[config.mk]
export PLATFORM = sky130hd
export DESIGN_NAME = cmd_read
export DESIGN_NICKNAME = d
export VERILOG_FILES = /design/src/rtl/cmd_read.sv
export SDC_FILE = /design/constraint.sdc
export NUM_CORES = 1
export LEC_CHECK = 0
export ABC_AREA = 0
export BUFFER_PORTS_ARGS = -buffer_cell sky130_fd_sc_hd__buf_2
export CAP_MARGIN = 20
export CORE_MARGIN = 4
export CORE_UTILIZATION = 55
export DETAILED_ROUTE_END_ITERATION = 12
export PLACE_DENSITY = 0.77
export SLEW_MARGIN = 20
export SYNTH_ARGS = -nofsm -noshare
export SYNTH_HDL_FRONTEND = slang
export SYNTH_SLANG_ARGS = --single-unit
[constraint.sdc]
create_clock -name clk_i -period 2.94 [get_ports clk_i]
set_input_delay 0.147 -clock clk_i [delete_from_list [all_inputs] [get_ports clk_i]]
set_output_delay 0.147 -clock clk_i [all_outputs]
set_load 0.02 [all_outputs]
[src/rtl/cmd_read.sv]
// SD CMD-line response receiver: waits for the card's start bit, deserializes a
// 48-bit or 136-bit response, and checks CRC7, end bit and response index.
module cmd_read #(
    parameter int TimeoutCycles = 64
) (
    input  logic         clk_i,
    input  logic         rst_i,
    input  logic         clk_en_i,
    input  logic         cmd_i,
    input  logic         start_rx_i,
    input  logic         long_rsp_i,
    input  logic         check_crc_i,
    input  logic         check_index_i,
    input  logic [5:0]   cmd_nr_i,
    output logic         busy_o,
    output logic         done_o,
    output logic [119:0] rsp_o,
    output logic [5:0]   rsp_index_o,
    output logic         timeout_err_o,
    output logic         crc_err_o,
    output logic         end_bit_err_o,
    output logic         index_err_o
);

    localparam int WaitW = $clog2(TimeoutCycles + 1);

    typedef enum logic [2:0] {
        IDLE,
        WAIT_START,
        RECEIVE,
        CRC,
        END_BIT,
        DONE
    } state_t;

    state_t         state_reg;
    logic [WaitW-1:0] wait_cnt_reg;
    logic [7:0]     bit_cnt_reg;
    logic [6:0]     crc_reg;
    logic [6:0]     crc_rx_reg;
    logic           long_reg;
    logic           chk_crc_reg;
    logic           chk_idx_reg;
    logic [5:0]     cmd_nr_reg;
    logic [119:0]   rsp_reg;
    logic [5:0]     idx_reg;
    logic           busy_reg;
    logic           done_reg;
    logic           to_err_reg;
    logic           crc_err_reg;
    logic           end_err_reg;
    logic           idx_err_reg;

    logic           crc_fb;
    logic [6:0]     crc_next;
    logic [7:0]     bit_cnt_next;

    // CRC7, x^7 + x^3 + 1, MSB first: shift left, feedback into taps 0 and 3.
    always_comb begin
        crc_fb       = crc_reg[6] ^ cmd_i;
        crc_next     = {crc_reg[5:0], 1'b0} ^ {3'b000, crc_fb, 2'b00, crc_fb};
        bit_cnt_next = bit_cnt_reg + 8'd1;
    end

    always_ff @(posedge clk_i) begin
        if (rst_i) begin
            state_reg    <= IDLE;
            wait_cnt_reg <= '0;
            bit_cnt_reg  <= '0;
            crc_reg      <= '0;
            crc_rx_reg   <= '0;
            long_reg     <= 1'b0;
            chk_crc_reg  <= 1'b0;
            chk_idx_reg  <= 1'b0;
            cmd_nr_reg   <= '0;
            rsp_reg      <= '0;
            idx_reg      <= '0;
            busy_reg     <= 1'b0;
            done_reg     <= 1'b0;
            to_err_reg   <= 1'b0;
            crc_err_reg  <= 1'b0;
            end_err_reg  <= 1'b0;
            idx_err_reg  <= 1'b0;
        end else begin
            case (state_reg)
                IDLE: begin
                    if (start_rx_i && clk_en_i) begin
                        long_reg     <= long_rsp_i;
                        chk_crc_reg  <= check_crc_i;
                        chk_idx_reg  <= check_index_i;
                        cmd_nr_reg   <= cmd_nr_i;
                        to_err_reg   <= 1'b0;
                        crc_err_reg  <= 1'b0;
                        end_err_reg  <= 1'b0;
                        idx_err_reg  <= 1'b0;
                        rsp_reg      <= '0;
                        idx_reg      <= '0;
                        crc_reg      <= '0;
                        crc_rx_reg   <= '0;
                        bit_cnt_reg  <= '0;
                        wait_cnt_reg <= '0;
                        busy_reg     <= 1'b1;
                        state_reg    <= WAIT_START;
                    end
                end
                WAIT_START: begin
                    if (clk_en_i) begin
                        if (!cmd_i) begin
                            crc_reg     <= crc_next;
                            bit_cnt_reg <= 8'd1;
                            state_reg   <= RECEIVE;
                        end else if (wait_cnt_reg == WaitW'(TimeoutCycles - 1)) begin
                            to_err_reg <= 1'b1;
                            busy_reg   <= 1'b0;
                            done_reg   <= 1'b1;
                            state_reg  <= DONE;
                        end else begin
                            wait_cnt_reg <= wait_cnt_reg + 1'b1;
                        end
                    end
                end
                RECEIVE: begin
                    if (clk_en_i) begin
                        bit_cnt_reg <= bit_cnt_next;
                        // Long responses only protect the CID/CSD body, so the
                        // CRC restarts once the reserved bits have gone by.
                        if (!long_reg || bit_cnt_next >= 8'd9) begin
                            crc_reg <= crc_next;
                        end else if (bit_cnt_next == 8'd8) begin
                            crc_reg <= '0;
                        end
                        if (!long_reg && bit_cnt_next >= 8'd3 && bit_cnt_next <= 8'd8) begin
                            idx_reg <= {idx_reg[4:0], cmd_i};
                        end
                        if (bit_cnt_next >= 8'd9) begin
                            rsp_reg <= {rsp_reg[118:0], cmd_i};
                        end
                        if (bit_cnt_next == (long_reg ? 8'd128 : 8'd40)) begin
                            bit_cnt_reg <= '0;
                            state_reg   <= CRC;
                        end
                    end
                end
                CRC: begin
                    if (clk_en_i) begin
                        crc_rx_reg  <= {crc_rx_reg[5:0], cmd_i};
                        bit_cnt_reg <= bit_cnt_next;
                        if (bit_cnt_reg == 8'd6) begin
                            state_reg <= END_BIT;
                        end
                    end
                end
                END_BIT: begin
                    if (clk_en_i) begin
                        end_err_reg <= ~cmd_i;
                        crc_err_reg <= chk_crc_reg && (crc_reg != crc_rx_reg);
                        idx_err_reg <= chk_idx_reg && !long_reg && (idx_reg != cmd_nr_reg);
                        busy_reg    <= 1'b0;
                        done_reg    <= 1'b1;
                        state_reg   <= DONE;
                    end
                end
                DONE: begin
                    done_reg  <= 1'b0;
                    state_reg <= IDLE;
                end
                default: begin
                    busy_reg  <= 1'b0;
                    done_reg  <= 1'b0;
                    state_reg <= IDLE;
                end
            endcase
        end
    end

    assign busy_o        = busy_reg;
    assign done_o        = done_reg;
    assign rsp_o         = rsp_reg;
    assign rsp_index_o   = idx_reg;
    assign timeout_err_o = to_err_reg;
    assign crc_err_o     = crc_err_reg;
    assign end_bit_err_o = end_err_reg;
    assign index_err_o   = idx_err_reg;

endmodule
After elaboration in Yosys (flattened, before gate mapping)
Cells that the tools add are included.
- register bits: 173
- input port bits: 14
- output and inout bits: 132
- add/subtract/negate cells: 2
- $lt $le $gt $ge: 3
- equal/unequal tests: 26
- muxes and demuxes: 58
- bitwise gates (word level): 5
- reduce and logical (&&, ||, !) cells: 29
- operator list (kind ; count):
    2-to-1 mux 120 bit ; 3
    one-hot mux 120 bit (2 select lines) ; 1
    2-to-1 mux 7 bit ; 10
    2-to-1 mux 8 bit ; 7
    one-hot mux 8 bit (4 select lines) ; 1
    one-hot mux 7 bit (2 select lines) ; 2
    2-to-1 mux 3 bit ; 9
    inequality test 2 bit, second input constant ; 13
    one-hot mux 7 bit (3 select lines) ; 1
    2-to-1 mux 6 bit ; 3
    AND reduction 6 bit ; 3
    one-hot mux 3 bit (5 select lines) ; 1
    AND reduction 5 bit ; 3
    2-to-1 mux 1 bit ; 13
    one-hot mux 6 bit (2 select lines) ; 1
    adder 8 x 1 -> 8 bit, second input constant ; 1
    == test 8 x 3 -> 1 bit, second input constant ; 1
    == test 8 x 4 -> 1 bit, second input constant ; 1
    == test 8 bit ; 1
    greater-or-equal comparator 8 x 2 -> 1 bit, second input constant ; 1
    greater-or-equal comparator 8 x 4 -> 1 bit, second input constant ; 1
    less-or-equal comparator 8 x 4 -> 1 bit, second input constant ; 1
    one-hot mux 1 bit (2 select lines) ; 4
    AND reduction 4 bit ; 2
    other kinds (24) ; 39

Depth between registers and ports, before layout
- word-level depth: 7
- gate-level depth with buffers: 10

Worst setup path after synthesis
OpenSTA, ideal clock, no wires.
- path type: reg2reg
- start: register bit_cnt_reg[1]
- end: register crc_reg[1]
- setup time: 0.059 ns
- data arrival time: 2.285 ns
- required time: 2.881 ns
- slack: 0.596 ns
- stages on the path, launching flop included: 9
- path through: dfxtp_1 > ha_1 > and3_1 > clkbuf_1 > a31o_2 > and3_1 > nand4_1 > o41ai_4 > a22o_1
- word-level cells in the longest chain between the ends: 6
- elaborated cells between the ends (all ways): 9
- those cells by class: add/sub: 1; order compare: 1; eq/ne: 2; mux: 3; reduce/logical: 2
- ends and longest elaborated chain (item ; RTL line ; RTL):
    from (decl) ; 38 ; logic [7:0] bit_cnt_reg;
    from (signal assigned) ; 124 ; bit_cnt_reg <= bit_cnt_next;
    from (signal assigned) ; 147 ; bit_cnt_reg <= bit_cnt_next;
    adder 8 x 1 -> 8 bit * ; 62 ; bit_cnt_next = bit_cnt_reg + 8'd1;
    greater-or-equal comparator 8 x 4 -> 1 bit ; 127 ; if (!long_reg || bit_cnt_next >= 8'd9) begin
    logical OR 1 bit ; 127 ;
    2-to-1 mux 7 bit ; 127 ;
    2-to-1 mux 7 bit ; 123 ; if (clk_en_i) begin
    one-hot mux 7 bit (3 select lines) ; 85 ; case (state_reg)
    to (signal assigned) ; 109 ; crc_reg <= crc_next;
    to (signal assigned) ; 128 ; crc_reg <= crc_next;
    to (decl) ; 39 ; logic [6:0] crc_reg;
Mark *: on every way between the ends. The rest lies on a longest branch, timed or not. The select of a mux whose other input is x is not followed.
A chain may end at the register's enable or synchronous reset.

Final worst setup path
- start: register bit_cnt_reg[1]
- end: register crc_reg[6]
Same word-level chain as after synthesis.

==> results.sh <==
export IMPL_powerDensity_mw_per_mm2=580
export IMPL_pwr_share_clk_pct=42.5
export IMPL_syn_area_per_cell_um2=8.09
export IMPL_yosys_top_cells_area="dfxtp_1 48%, a21oi_1 11%, nand3_1 9.1%"
export IMPL_start_kind="flop"
export IMPL_ys_seq_area_share_pct=48.1
export IMPL_p_comb_share_pct=10.1
export IMPL_synth_most_common_cell="dfxtp_1"
export IMPL_hold_viol_final=0
export IMPL_synth_mux_area_share_pct=0.139
export IMPL_drv_slew=0
export IMPL_route_detailed_drc=0
export IMPL_max_freq_ghz=0.368
export IMPL_synth_top_area_share_pct=48.1
export IMPL_p_switching_mw=1.33
export IMPL_finalWirelength_um=17700
export IMPL_synth_simple_area_share_pct=24.5
export IMPL_holdPathEnd="done_o"
export IMPL_worst_slack_ns=0.221
export IMPL_clk_latency_ns=0.42
export IMPL_relSlewSlack_pct=48.0
export IMPL_die_h_um=122
export IMPL_dpl_cell_area_mm2=0.00803
export IMPL_die_w_um=122
export IMPL_crit_required_ns=3.31
export IMPL_synthTopCellsByCount="173 x dfxtp_1, 159 x nand2_1, 156 x a21oi_1"
export IMPL_num_vias=6661
export IMPL_drtIter0Drc=574
export IMPL_synth_warnings=0
export IMPL_irDropWorstVdd_mv=0.402
export IMPL_drt_vias_per_instance=5.60
export IMPL_synth_edf_count=0
export IMPL_worstPathMaxFanout=10
export IMPL_async_flop_share_pct=0
export IMPL_synth_area_mm2=0.00720
export IMPL_grt_pass1_vias=5984
export IMPL_synth_top_family_by_area="simple AND/OR/NAND/NOR gates"
export IMPL_io_buffers=145
export IMPL_grt_pass1_wl_um=28800
export IMPL_cts_buffers=17
export IMPL_root_buffer="clkbuf_16"
export IMPL_tns_ns=0
export IMPL_grt_overflow=0
export IMPL_ios=146
export IMPL_rrSetupSlack_ns=0.22
export IMPL_finalSetupViolations=0
export IMPL_grt_max_degree=125
export IMPL_synthCells=891
export IMPL_ff2ff_path_depth=7
export IMPL_layout_nets=1025
export IMPL_clkTransAtPathRegs_ns=0.06
export IMPL_yosys_cell_types_count=60
export IMPL_crit_type="reg -> reg"
export IMPL_hold_slack_ns=0.118
export IMPL_p_seq_share_pct=47.4
export IMPL_worst_pin_slew_ns=0.780
export IMPL_routedWlPerCell_um=14.8
export IMPL_p_sw_share_pct=26.4
export IMPL_reg2reg_to="crc_reg[6]"
export IMPL_grt_usage_pct=23.5
export IMPL_whs_path_depth=3
export IMPL_ant_nets=0
export IMPL_firstDrtPassIters=5
export IMPL_hold_path_class="in -> reg"
export IMPL_period_needed_ns=2.72
export IMPL_cts_sinks=173
export IMPL_final_design_area_no_fill_mm2=0.00869
export IMPL_place_hpwl_um=11300
export IMPL_drive_gt1_share_pct=20.4
export IMPL_cts_tree="yes"
export IMPL_worstSetupEndpointType="flop"
export IMPL_arrival_ns=3.08
export IMPL_synth_top_area_cell="dfxtp_1"
export IMPL_hp_start="clk_en_i"
export IMPL_synth_compound_area_share_pct=18.3
export IMPL_area_growth_pct=20.6
export IMPL_crit_start="bit_cnt_reg[1]"
export IMPL_synth_seq_cells=173
export IMPL_start_util_pct=56.6
export IMPL_yosys_area_share_xor_xnor_pct=2.80
export IMPL_htreeDepth=4
export IMPL_fp_dieArea_mm2=0.0150
export IMPL_timing_final_crit_share_pct=92.5
export IMPL_rsz0062_at_grt="no"
export IMPL_place_gp_congestion=0.881
export IMPL_maxCapViolCount=0
export IMPL_syn_num_nets=911
export IMPL_largest_reg_flops=120
export IMPL_reg2reg_from="bit_cnt_reg[1]"
export IMPL_cts_buffer_depth=2
export IMPL_synthAdderAreaFrac_pct=1.04
export IMPL_core_mm2=0.0127
export IMPL_post_cts_buffers=0
export IMPL_synthFlopType="dfxtp_1"
export IMPL_skew_ns=0.00686
export IMPL_status="finished, final reports clean"
export IMPL_rows=41
export IMPL_diodes=0
export IMPL_p_int_mw=3.71
export IMPL_pre_cts_slack_ns=0.206
export IMPL_antenna_found_initial=0
export IMPL_cellLeakagePower_nw=3.38
[final cells by class]
| class | instances | area [um2] |
|---|---|---|
| multi-input combinational | 633 | 3420 |
| timing repair buffer | 171 | 1000 |
| fill | 1108 | 4030 |
| clock inverter | 12 | 109 |
| clock buffer | 19 | 453 |
| tap | 172 | 215 |
| inverter | 9 | 33.8 |
| sequential | 173 | 3460 |
[kinds of logic (layout without fill, tap and decap cells)]
family,Yosys count,count (layout)
adders and majority gates,6,6
DFF,173,173
xor gates and xnor gates,23,23
muxes,1,1
AOI/OAI and AO/OA,224,224
and+or+nand+nor,379,379
buffers and inverters,85,211
[routing by layer]
layer  wire (um)  track usage, %  up-vias
li1            -               -     3324
met4         435            9.24        0
met3        1370            7.83       38
met5           0               0        -
met1        7780            31.5     3097
met2        8070            35.0      202
[through the flow]
step | total power, mW | util [%] | cells
final | 5.04 | 68.3 | 1189
after global routing | 5.23 | 68.3 | 1189
after CTS | 5.07 | 68.3 | 1189
after detailed placement | 2.93 | 63.1 | 1149
after global placement | 2.94 | 63.1 | 1149
after floorplan | 2.80 | - | 891
[power groups by stage]
| stage | sequential, mW | combinational [mW] | clock, mW |
|---|---|---|---|
| after detailed placement | 2.44 | 0.492 | 0 |
| after global placement | 2.44 | 0.496 | 0 |
| final | 2.39 | 0.507 | 2.14 |
| after global routing | 2.39 | 0.558 | 2.28 |
| after CTS | 2.39 | 0.504 | 2.18 |
| after floorplan | 2.43 | 0.370 | 0 |
[critical path, stage by stage, from the launching register on]
cell and delay [ns]:
dfxtp_1 0.51, ha_1 0.36, nor2b_1 0.11, or3b_1 0.42, a211oi_2 0.37, nand4_1 0.26
o41ai_4 0.43, a22o_1 0.21
[layout by cell type (no fill, tap or decap), drive strengths merged, types with 2 or more instances in the layout]
cell	Yosys	routed
a21oi	157	157
o311a	2	2
nor2	23	23
nor2b	10	10
o41ai	4	4
nand4	7	7
nand2	159	159
o21a	3	3
or3	6	6
o211ai	2	2
clkinvlp	0	2
nand2b	14	14
dlygate4sd3	0	9
a21o	3	3
and2	3	3
and3	3	3
a32oi	2	2
nor3b	2	2
a211o	2	2
o21ai	17	17
xor2	9	9
ha	6	6
clkbuf	47	19
a211oi	3	3
a31o	4	4
nand3	131	131
clkinv	0	5
buf	29	162
a22o	6	6
o221ai	3	3
dfxtp	173	173
nor3	10	10
a41o	2	2
nand3b	3	3
a31oi	3	3
inv	9	13
xnor2	14	14
[how the worst max path moves through the flow]
stage                       endpoint  slack, ns  cells past startpoint
after global routing      crc_reg[1]       0.02                      7
final                     crc_reg[6]       0.22                      7
after CTS                 crc_reg[6]       0.16                      7
after detailed placement  crc_reg[6]       0.21                      7
after floorplan           crc_reg[1]       0.60                      8
after global placement    crc_reg[3]       0.25                      7
[repair_timing]
action                                 4_1_cts  5_1_grt
setup endpoints to repair                    0       30
resized for setup                            0        1
hold buffers                                 9        0
endpoints found under the hold margin        9        0
No activity file was read; power rests on OpenSTA's default activity.
